$ cat src/rtl/trig_sequencer_if.sv
// Handshake and status bundle between the trigger sequencer and its controller.
interface trig_sequencer_if;
  logic        HW_TRG_REQ;
  logic        TRG_SOFT;
  logic [11:0] TRG_MASK;
  logic [11:0] ACK;
  logic        CLR_STATS;
  logic [11:0] TRG;
  logic        BUSY;
  logic [31:0] TRG_COUNT;
  logic [15:0] LOST_COUNT;
  logic [15:0] TIMEOUT_COUNT;
  logic [11:0] MISSING_ACK;

  modport master (
    output HW_TRG_REQ, TRG_SOFT, TRG_MASK, ACK, CLR_STATS,
    input  TRG, BUSY, TRG_COUNT, LOST_COUNT, TIMEOUT_COUNT, MISSING_ACK
  );

  modport slave (
    input  HW_TRG_REQ, TRG_SOFT, TRG_MASK, ACK, CLR_STATS,
    output TRG, BUSY, TRG_COUNT, LOST_COUNT, TIMEOUT_COUNT, MISSING_ACK
  );
endinterface

$ cat src/rtl/trig_sequencer.sv
// Trigger fan-out sequencer: fire, collect per-SCROD ACK, wait release, hold off, keep stats.
// Define TRIG_SEQ_ACK_TIMEOUT_EN to build the WAIT_ACK timeout and its statistics.
module trig_sequencer #(
  parameter int unsigned TRG_WIDTH   = 4,
  parameter int unsigned HOLDOFF     = 8,
  parameter int unsigned ACK_TIMEOUT = 1023
) (
  input logic             CLK_80MHZ,
  input logic             RESET,
  trig_sequencer_if.slave bus
);

  typedef enum logic [2:0] {StIdle, StFire, StWaitAck, StWaitRelease, StHoldoff} state_e;

  state_e      state_q, state_d;
  logic [11:0] mask_q, mask_d;
  logic [11:0] ack_seen_q, ack_seen_d;
  logic [11:0] trg_q, trg_d;
  logic [7:0]  cnt_q, cnt_d;
  logic [31:0] trg_count_q, trg_count_d;
  logic [15:0] lost_q, lost_d;
  logic        soft_q, hw_q;

  logic        soft_rise, hw_rise, start, full_ack, fire_done, hold_done, timeout;
  logic [11:0] ack_m;

  assign soft_rise = bus.TRG_SOFT & ~soft_q;
  assign hw_rise   = bus.HW_TRG_REQ & ~hw_q;
  assign start     = (state_q == StIdle) && (bus.HW_TRG_REQ || soft_rise) && (bus.TRG_MASK != '0);
  assign ack_m     = bus.ACK & mask_q;
  assign full_ack  = ((ack_seen_q | bus.ACK) & mask_q) == mask_q;
  assign fire_done = cnt_q == 8'(TRG_WIDTH - 1);
  // HOLDOFF=0 still spends one cycle in the state, hence the +1 form
  assign hold_done = ({1'b0, cnt_q} + 9'd1) >= 9'(HOLDOFF);

  always_ff @(posedge CLK_80MHZ) begin
    if (!RESET) state_q <= StIdle;
    else        state_q <= state_d;
  end

  always_comb begin
    state_d = state_q;
    unique case (state_q)
      StIdle:        if (start) state_d = StFire;
      StFire:        if (fire_done) state_d = StWaitAck;
      StWaitAck: begin
        if (full_ack)     state_d = StWaitRelease;
        else if (timeout) state_d = StHoldoff;
      end
      StWaitRelease: if (ack_m == '0) state_d = StHoldoff;
      StHoldoff:     if (hold_done) state_d = StIdle;
      default:       state_d = StIdle;
    endcase
  end

  always_comb begin
    bus.BUSY       = (state_q != StIdle);
    bus.TRG        = trg_q;
    bus.TRG_COUNT  = trg_count_q;
    bus.LOST_COUNT = lost_q;
  end

  always_comb begin
    mask_d     = start ? bus.TRG_MASK : mask_q;
    ack_seen_d = ack_seen_q;
    if (state_q == StFire && fire_done) ack_seen_d = '0;
    else if (state_q == StWaitAck)      ack_seen_d = ack_seen_q | ack_m;
    if (state_d == state_q && (state_q == StFire || state_q == StHoldoff)) cnt_d = cnt_q + 8'd1;
    else                                                                    cnt_d = '0;
    // One register stage after the state so TRG starts the edge after the request is taken
    trg_d = (state_q == StFire) ? mask_q : '0;
    trg_count_d = trg_count_q;
    if (bus.CLR_STATS) trg_count_d = '0;
    else if (start)    trg_count_d = trg_count_q + 32'd1;
    lost_d = lost_q;
    if (bus.CLR_STATS) lost_d = '0;
    else if (state_q != StIdle && (hw_rise || soft_rise) && lost_q != 16'hFFFF)
      lost_d = lost_q + 16'd1;
  end

  always_ff @(posedge CLK_80MHZ) begin
    if (!RESET) begin
      mask_q      <= '0;
      ack_seen_q  <= '0;
      trg_q       <= '0;
      cnt_q       <= '0;
      trg_count_q <= '0;
      lost_q      <= '0;
      soft_q      <= 1'b0;
      hw_q        <= 1'b0;
    end else begin
      mask_q      <= mask_d;
      ack_seen_q  <= ack_seen_d;
      trg_q       <= trg_d;
      cnt_q       <= cnt_d;
      trg_count_q <= trg_count_d;
      lost_q      <= lost_d;
      soft_q      <= bus.TRG_SOFT;
      hw_q        <= bus.HW_TRG_REQ;
    end
  end

`ifdef TRIG_SEQ_ACK_TIMEOUT_EN
  logic [15:0] to_cnt_q, to_cnt_d;
  logic [15:0] tmo_q, tmo_d;
  logic [11:0] miss_q, miss_d;

  always_comb begin
    timeout  = (state_q == StWaitAck) && !full_ack && (to_cnt_q == 16'(ACK_TIMEOUT - 1));
    to_cnt_d = (state_q == StWaitAck) ? to_cnt_q + 16'd1 : '0;
    tmo_d    = tmo_q;
    miss_d   = miss_q;
    if (bus.CLR_STATS) begin
      tmo_d  = '0;
      miss_d = '0;
    end else if (timeout) begin
      miss_d = miss_q | (mask_q & ~(ack_seen_q | bus.ACK));
      if (tmo_q != 16'hFFFF) tmo_d = tmo_q + 16'd1;
    end
  end

  always_ff @(posedge CLK_80MHZ) begin
    if (!RESET) begin
      to_cnt_q <= '0;
      tmo_q    <= '0;
      miss_q   <= '0;
    end else begin
      to_cnt_q <= to_cnt_d;
      tmo_q    <= tmo_d;
      miss_q   <= miss_d;
    end
  end

  assign bus.TIMEOUT_COUNT = tmo_q;
  assign bus.MISSING_ACK   = miss_q;
`else
  assign timeout           = 1'b0;
  assign bus.TIMEOUT_COUNT = '0;
  assign bus.MISSING_ACK   = '0;
`endif

endmodule

$ cat src/flat_wrapper.sv
// flat-port wrapper written by rule: the top's interface ports become plain ports
module trig_sequencer_flat 
#(
  parameter int unsigned TRG_WIDTH   = 4,
  parameter int unsigned HOLDOFF     = 8,
  parameter int unsigned ACK_TIMEOUT = 1023
)
  (CLK_80MHZ, RESET, bus_HW_TRG_REQ, bus_TRG_SOFT, bus_TRG_MASK, bus_ACK, bus_CLR_STATS, bus_TRG, bus_BUSY, bus_TRG_COUNT, bus_LOST_COUNT, bus_TIMEOUT_COUNT, bus_MISSING_ACK);
  trig_sequencer_if bus_i ();
  input logic CLK_80MHZ;
  input logic RESET;
  input wire logic [$bits(bus_i.HW_TRG_REQ)-1:0] bus_HW_TRG_REQ;
  input wire logic [$bits(bus_i.TRG_SOFT)-1:0] bus_TRG_SOFT;
  input wire logic [$bits(bus_i.TRG_MASK)-1:0] bus_TRG_MASK;
  input wire logic [$bits(bus_i.ACK)-1:0] bus_ACK;
  input wire logic [$bits(bus_i.CLR_STATS)-1:0] bus_CLR_STATS;
  output wire logic [$bits(bus_i.TRG)-1:0] bus_TRG;
  output wire logic [$bits(bus_i.BUSY)-1:0] bus_BUSY;
  output wire logic [$bits(bus_i.TRG_COUNT)-1:0] bus_TRG_COUNT;
  output wire logic [$bits(bus_i.LOST_COUNT)-1:0] bus_LOST_COUNT;
  output wire logic [$bits(bus_i.TIMEOUT_COUNT)-1:0] bus_TIMEOUT_COUNT;
  output wire logic [$bits(bus_i.MISSING_ACK)-1:0] bus_MISSING_ACK;
  assign bus_i.HW_TRG_REQ = bus_HW_TRG_REQ;
  assign bus_i.TRG_SOFT = bus_TRG_SOFT;
  assign bus_i.TRG_MASK = bus_TRG_MASK;
  assign bus_i.ACK = bus_ACK;
  assign bus_i.CLR_STATS = bus_CLR_STATS;
  assign bus_TRG = bus_i.TRG;
  assign bus_BUSY = bus_i.BUSY;
  assign bus_TRG_COUNT = bus_i.TRG_COUNT;
  assign bus_LOST_COUNT = bus_i.LOST_COUNT;
  assign bus_TIMEOUT_COUNT = bus_i.TIMEOUT_COUNT;
  assign bus_MISSING_ACK = bus_i.MISSING_ACK;
  trig_sequencer #(.TRG_WIDTH(TRG_WIDTH), .HOLDOFF(HOLDOFF), .ACK_TIMEOUT(ACK_TIMEOUT)) u_core (.CLK_80MHZ(CLK_80MHZ), .RESET(RESET), .bus(bus_i));
endmodule
$ cat config.mk
export PLATFORM = sky130hd
export DESIGN_NAME = trig_sequencer_flat
export DESIGN_NICKNAME = d
export VERILOG_FILES = /design/src/rtl/trig_sequencer_if.sv /design/src/rtl/trig_sequencer.sv /design/src/flat_wrapper.sv
export SDC_FILE = /design/constraint.sdc
export NUM_CORES = 1
export LEC_CHECK = 0
export ABC_AREA = 0
export CAP_MARGIN = 20
export CORE_MARGIN = 1
export CORE_UTILIZATION = 54
export CTS_BUF_LIST = sky130_fd_sc_hd__clkbuf_4
export CTS_CLUSTER_SIZE = 25
export DETAILED_ROUTE_END_ITERATION = 10
export PLACE_DENSITY_LB_ADDON = 0.1
export RECOVER_POWER = 25
export SYNTH_ARGS = -nofsm -noshare
export SYNTH_HDL_FRONTEND = slang
export SYNTH_SLANG_ARGS = --single-unit
$ cat constraint.sdc
create_clock -name CLK_80MHZ -period 3.4 [get_ports CLK_80MHZ]
set_input_delay 0.34 -clock CLK_80MHZ [delete_from_list [all_inputs] [get_ports CLK_80MHZ]]
set_output_delay 0.34 -clock CLK_80MHZ [all_outputs]
set_load 0.03 [all_outputs]
**Word level (Yosys, flattened, before mapping)**

Cells that the tools add are included.

- Word-level logic and storage cells: 54
- Input port bits: 29
- Flip-flop bits (word level): 97

- $lt $le $gt $ge: 1
- Add/subtract/negate cells: 4
- Reduce and logical (&&, ||, !) cells: 17
- Bitwise logic cells: 9
- Eq/ne operators: 8
- Mux-type cells: 6

Operator list:

| cell | count |
|---|---|
| $add A32 B1 Y32 const B | 1 |
| $and A12 B12 Y12 | 2 |
| $or A12 B12 Y12 | 2 |
| $add A16 B1 Y16 const B | 1 |
| $ne A16 B16 Y1 const B | 1 |
| $mux W3 | 5 |
| $pmux W3 S5 | 1 |
| $eq A12 B12 Y1 | 1 |
| $logic_not A12 Y1 | 1 |
| $reduce_bool A12 Y1 | 1 |
| $add A8 B1 Y9 const B | 1 |
| $ge A9 B4 Y1 const B | 1 |
| $add A8 B1 Y8 const B | 1 |
| $eq A8 B2 Y1 const B | 1 |
| $eq A3 B2 Y1 const B | 2 |
| $logic_and A1 B1 Y1 | 6 |
| $reduce_and A2 Y1 | 2 |
| $reduce_or A2 Y1 | 2 |
| $eq A3 B1 Y1 const B | 1 |
| $eq A3 B3 Y1 | 1 |
| $eq A3 B3 Y1 const B | 1 |
| $logic_not A3 Y1 | 1 |
| $logic_or A1 B1 Y1 | 3 |
| $not A1 Y1 | 3 |
| 2 further kinds | 3 |

**Depth between registers and ports, before layout**

- Depth after elaboration: 10
- Mapped depth: 8
- Mapped depth without buffers: 6

**Worst setup path before layout**

No wires, ideal clock.

- Path kind: reg-to-reg
- From: reg u_core.trg_count_q[0], in the netlist u_core.bus.TRG_COUNT[0]
- To: reg u_core.trg_count_q[18], in the netlist u_core.bus.TRG_COUNT[18]
- Data arrival time: 1.967 ns
- Period minus slack after synthesis: 2.037 ns
- Required time: 3.330 ns
- Stages on the path, launching flop included: 7
- Setup slack: 1.363 ns
- Cells stage by stage: dfxtp_1 ha_1 nand2_1 or3_4 buf_6 or4_1 a21oi_1

- Longest elaborated chain between the ends: 1

RTL lines:

| item | RTL line | RTL |
|---|---|---|
| start: declaration | trig_sequencer.sv:20 | `logic [31:0] trg_count_q, trg_count_d;` |
| start signal: assignment | trig_sequencer.sv:96 | `trg_count_q <= trg_count_d;` |
| $add A32 B1 Y32 | trig_sequencer.sv:74 | `else if (start) trg_count_d = trg_count_q + 32'd1;` |

No other way between the ends.
A chain may end at the register's enable or synchronous reset.

**Final worst setup path**

- From: reg u_core.trg_count_q[10], in the netlist u_core.bus.TRG_COUNT[10]
- To: reg u_core.trg_count_q[23], in the netlist u_core.bus.TRG_COUNT[23]

Same word-level chain as after synthesis.

==> Flow_metrics.wiki <==
{| class="wikitable"
! Metric !! Value
|-
| Outcome || complete, no violations
|-
| Floorplan die height || 92.5 µm
|-
| Effective utilization at floorplan || a little under three fifths
|-
| Nature of the critical path startpoint || flip-flop
|-
| Number of buffers created by CTS || 9
|-
| Max_slew headroom || around 45%
|-
| Number of H-tree levels || 3
|-
| Leading register cell type out of synthesis || sky130_fd_sc_hd__dfxtp_1
|-
| VDD IR max || around 0.22 mV
|-
| Post-Synth Simple-Gate Area || 26.3%
|-
| Worst-Skew Late Latency || between 0.4 and 0.5 ns
|-
| Clock edge transition at the registers on the reported setup and hold paths || between 0.15 and 0.2 ns
|-
| Die X-Extent || about 93 µm
|-
| Combinational family with the most area after synthesis || simple AND/OR/NAND/NOR gates
|-
| Slew Limit Fails || 0
|-
| Type of destination of the critical path || flip-flop
|-
| Final worst-path cycle share || between 70% and 80%
|-
| Final setup violation count || 0
|-
| Slowest CP cell || sky130_fd_sc_hd__or4_1
|-
| Post-Place Setup Slack || a little over 0.8 ns
|-
| Number of nets with antenna violations after detailed routing || 0
|-
| Final Critical Period || around 2.5 ns
|-
| IO Port Bufs || 89
|-
| DIE AREA || approximately 0.0086 mm²
|-
| Count of inserted antenna diode cells || 0
|-
| Portion of the post-synthesis area used by sequential elements || between 40% and 50%
|-
| Data required time of the critical path || approximately 3.8 ns
|-
| Total via count after detailed routing || 4013
|-
| Fraction of synthesized cell area taken by the top area cell type || 43.9%
|-
| Via density || about 5.6
|-
| TritonCTS clock tree || yes
|-
| Cell types with the largest area share after synthesis || sky130_fd_sc_hd__dfxtp_1 (44%), sky130_fd_sc_hd__nor2_1 (5.3%), sky130_fd_sc_hd__buf_4 (4.8%)
|-
| First-pass GRT wire length || about 17000 µm
|-
| Hold buffers post-CTS || 0
|-
| Setup TNS Final || 0 ns
|-
| Critical path arrival || ~2.9 ns
|-
| Routed wire length || ~10000 µm
|-
| Layout Area Growth over Synthesis || 22.6%
|-
| Layout cells sized above 1 || between 4 and 5%
|-
| Deepest clock path buffer count || 2
|-
| Number of standard cells after synthesis || between 500 and 600
|-
| Path class of the lowest-slack min-delay path || input port to flip-flop
|-
| Unrepaired setup endpoints after global routing || no
|-
| Total of warnings raised by yosys || 0
|-
| Most used standard cell by instance count after synthesis || sky130_fd_sc_hd__dfxtp_1
|-
| Adder and majority cell fraction of the synthesized area || roughly 1.1%
|-
| Number of enable-type register cells in the synthesized netlist || 0
|-
| Resized cells post-CTS || 0
|-
| Synthesized-area fraction occupied by xor and xnor cells || under 10%
|-
| Leakage power figure || about 1.9 nW
|-
| Worst-margin pin slew || slightly above 0.8 ns
|-
| Number of global-route vias before repair || between 3000 and 4000
|-
| Library cell used as clock root buffer || sky130_fd_sc_hd__clkbuf_4
|-
| Delay of the slowest cell on the worst path || approximately 0.73 ns
|-
| Final hold viol count || 0
|-
| GRT overflow || 0
|-
| Cell-by-cell trace of the critical path || nand4_1, nor2_1, nand4_1, or4_1, a21oi_1
|-
| Initial drt markers || ~180
|-
| Final estimated routing congestion in global placement || about 0.84
|-
| HPWL Detailed || ~7500 µm
|-
| Area inside the core boundary || slightly below 0.008 mm²
|-
| Share of synthesized area spent on multiplexers || less than 1%
|-
| Critical path class || flip-flop to flip-flop
|-
| Setup WS post-layout || roughly 0.9 ns
|-
| Unique cell type count in the Yosys netlist || 48
|-
| Avg Inst Size Synth || about 8.5 µm²
|-
| Post-detailed-route wirelength per cell || about 14 µm
|-
| Router iterations before antenna repair || 4
|-
| Number of setup buffers added after CTS || 0
|-
| Number of top-level pins || 118
|-
| Max Cap Viol || 0
|-
| Compound-gate portion of the synthesized area || ~16%
|-
| Maximum number of pins on one net before global-route repair || 28
|-
| DR DRC count || 0
|-
| Post-synth ARST share || 0%
|-
| Maximum frequency from static timing analysis || between 300 and 400 MHz
|-
| Nets || ~640
|-
| Antenna violations before repair || 0
|-
| Standard-cell row count || 32
|-
| CTS Sinks || 97
|-
| Tot GR Track Use || 24.4%
|-
| Cell type with the highest aggregate area in the netlist || sky130_fd_sc_hd__dfxtp_1
|-
| Number of synthesized register bits || 97
|-
| Worst clock skew || 0.0182 ns
|-
| Power per cell area || 373 mW/mm²
|-
| Area of the mapped netlist || about 0.0044 mm²
|-
| Worst-path maximum fanout || 24
|-
| Cell seen most often among critical-path stages || sky130_fd_sc_hd__nand4_1
|-
| Post-synth top cells || sky130_fd_sc_hd__dfxtp_1 (97), sky130_fd_sc_hd__nor2_1 (62), sky130_fd_sc_hd__nand2_1 (51)
|}
==> cell families after synthesis <==
logic type	Yosys count
other	1
and+or+nand+nor	226
xor gates and xnor gates	25
buffers and inverters	58
AOI/OAI and AO/OA	109
muxes	2
adders and majority gates	4
DFF	97
==> path summary, 6_finish.rpt <==
path,start,end,slack [ns],depth (start not counted)
max,u_core.bus.TRG_COUNT[10],u_core.bus.TRG_COUNT[23],0.90,5
min,bus_TRG_MASK[8],u_core.mask_q[8],0.47,3
max reg2reg,u_core.bus.TRG_COUNT[10],u_core.bus.TRG_COUNT[23],0.90,5
min reg2reg,u_core.ack_seen_q[4],u_core.ack_seen_q[4],0.49,2
==> power by group <==
group	internal, W	switching [W]	total (W)
sequential	0.00116	0.0000226	0.00118
clock	0.000231	0.000400	0.000632
combinational	0.0000754	0.000138	0.000214
==> stage by stage <==
stage / hold WS, ns / utilization, % / std cells / power (W) / instance area, µm²
final: 0.468 / 69.5 / 712 / 0.00203 / 5420
after CTS: 0.456 / 69.5 / 712 / 0.00204 / 5420
after floorplan: 0.437 / - / 549 / 0.00136 / 4520
after detailed placement: 0.459 / 67.6 / 696 / 0.00142 / 5280
after global placement: 0.447 / 67.6 / 696 / 0.00141 / 5280
after global routing: 0.458 / 69.5 / 712 / 0.00211 / 5420
==> layout by cell type (no fill, tap or decap), types with 3 or more instances in the layout <==
cell type	n
sky130_fd_sc_hd__xor2_1	6
sky130_fd_sc_hd__and4_1	5
sky130_fd_sc_hd__a22oi_1	4
sky130_fd_sc_hd__clkbuf_4	9
sky130_fd_sc_hd__dfxtp_1	97
sky130_fd_sc_hd__ha_1	4
sky130_fd_sc_hd__buf_4	4
sky130_fd_sc_hd__and2_1	8
sky130_fd_sc_hd__nand2_1	51
sky130_fd_sc_hd__xnor2_1	19
sky130_fd_sc_hd__a21oi_1	41
sky130_fd_sc_hd__inv_1	10
sky130_fd_sc_hd__conb_1	28
sky130_fd_sc_hd__clkinv_4	3
sky130_fd_sc_hd__nor4_1	12
sky130_fd_sc_hd__or3_1	7
sky130_fd_sc_hd__a31oi_1	16
sky130_fd_sc_hd__nand2b_1	5
sky130_fd_sc_hd__a41o_1	3
sky130_fd_sc_hd__clkdlybuf4s50_1	78
sky130_fd_sc_hd__and3_1	11
sky130_fd_sc_hd__or4_1	15
sky130_fd_sc_hd__a211oi_1	4
sky130_fd_sc_hd__nand4_1	11
sky130_fd_sc_hd__o31ai_1	15
sky130_fd_sc_hd__and2_0	8
sky130_fd_sc_hd__nand3_1	18
sky130_fd_sc_hd__nor2_1	62
sky130_fd_sc_hd__a221oi_1	4
sky130_fd_sc_hd__a22o_1	3
sky130_fd_sc_hd__o21ai_0	10
sky130_fd_sc_hd__dlygate4sd3_1	11
==> metal layers <==
layer / part of all wire, % / vias up / track usage, %
met5: 0 / - / 0
li1: - / 1980 / -
met2: 48 / 110 / 41.5
met4: 0.91 / 0 / 6.38
met3: 6.0 / 9 / 5.91
met1: 45 / 1914 / 30.8
==> cell type report <==
cell class	count	area, µm²
well taps	102	128
clock inverters	7	77.6
inverters	10	37.5
clock buffers	9	67.6
flip-flops and latches	97	1940
repair buffers	93	921
multi-input cells	394	2250
fillers	664	2380
==> flip-flops by register name, indices dropped and copies added (netlist names), 3 cells and up <==
name                   count
u_core.ack_seen_q         12
u_core.bus.LOST_COUNT     16
u_core.bus.TRG            12
u_core.bus.TRG_COUNT      32
u_core.cnt_q               8
u_core.mask_q             12
u_core.state_q             3
==> critical path, delay by kind of cell, from the launching register on <==
family	cells	cell delay (ns)
AND/OR/NAND/NOR	4	1.77
flip-flops	1	0.49
AO/OA/AOI/OAI	1	0.16
Power figures use the tool's default switching activity.
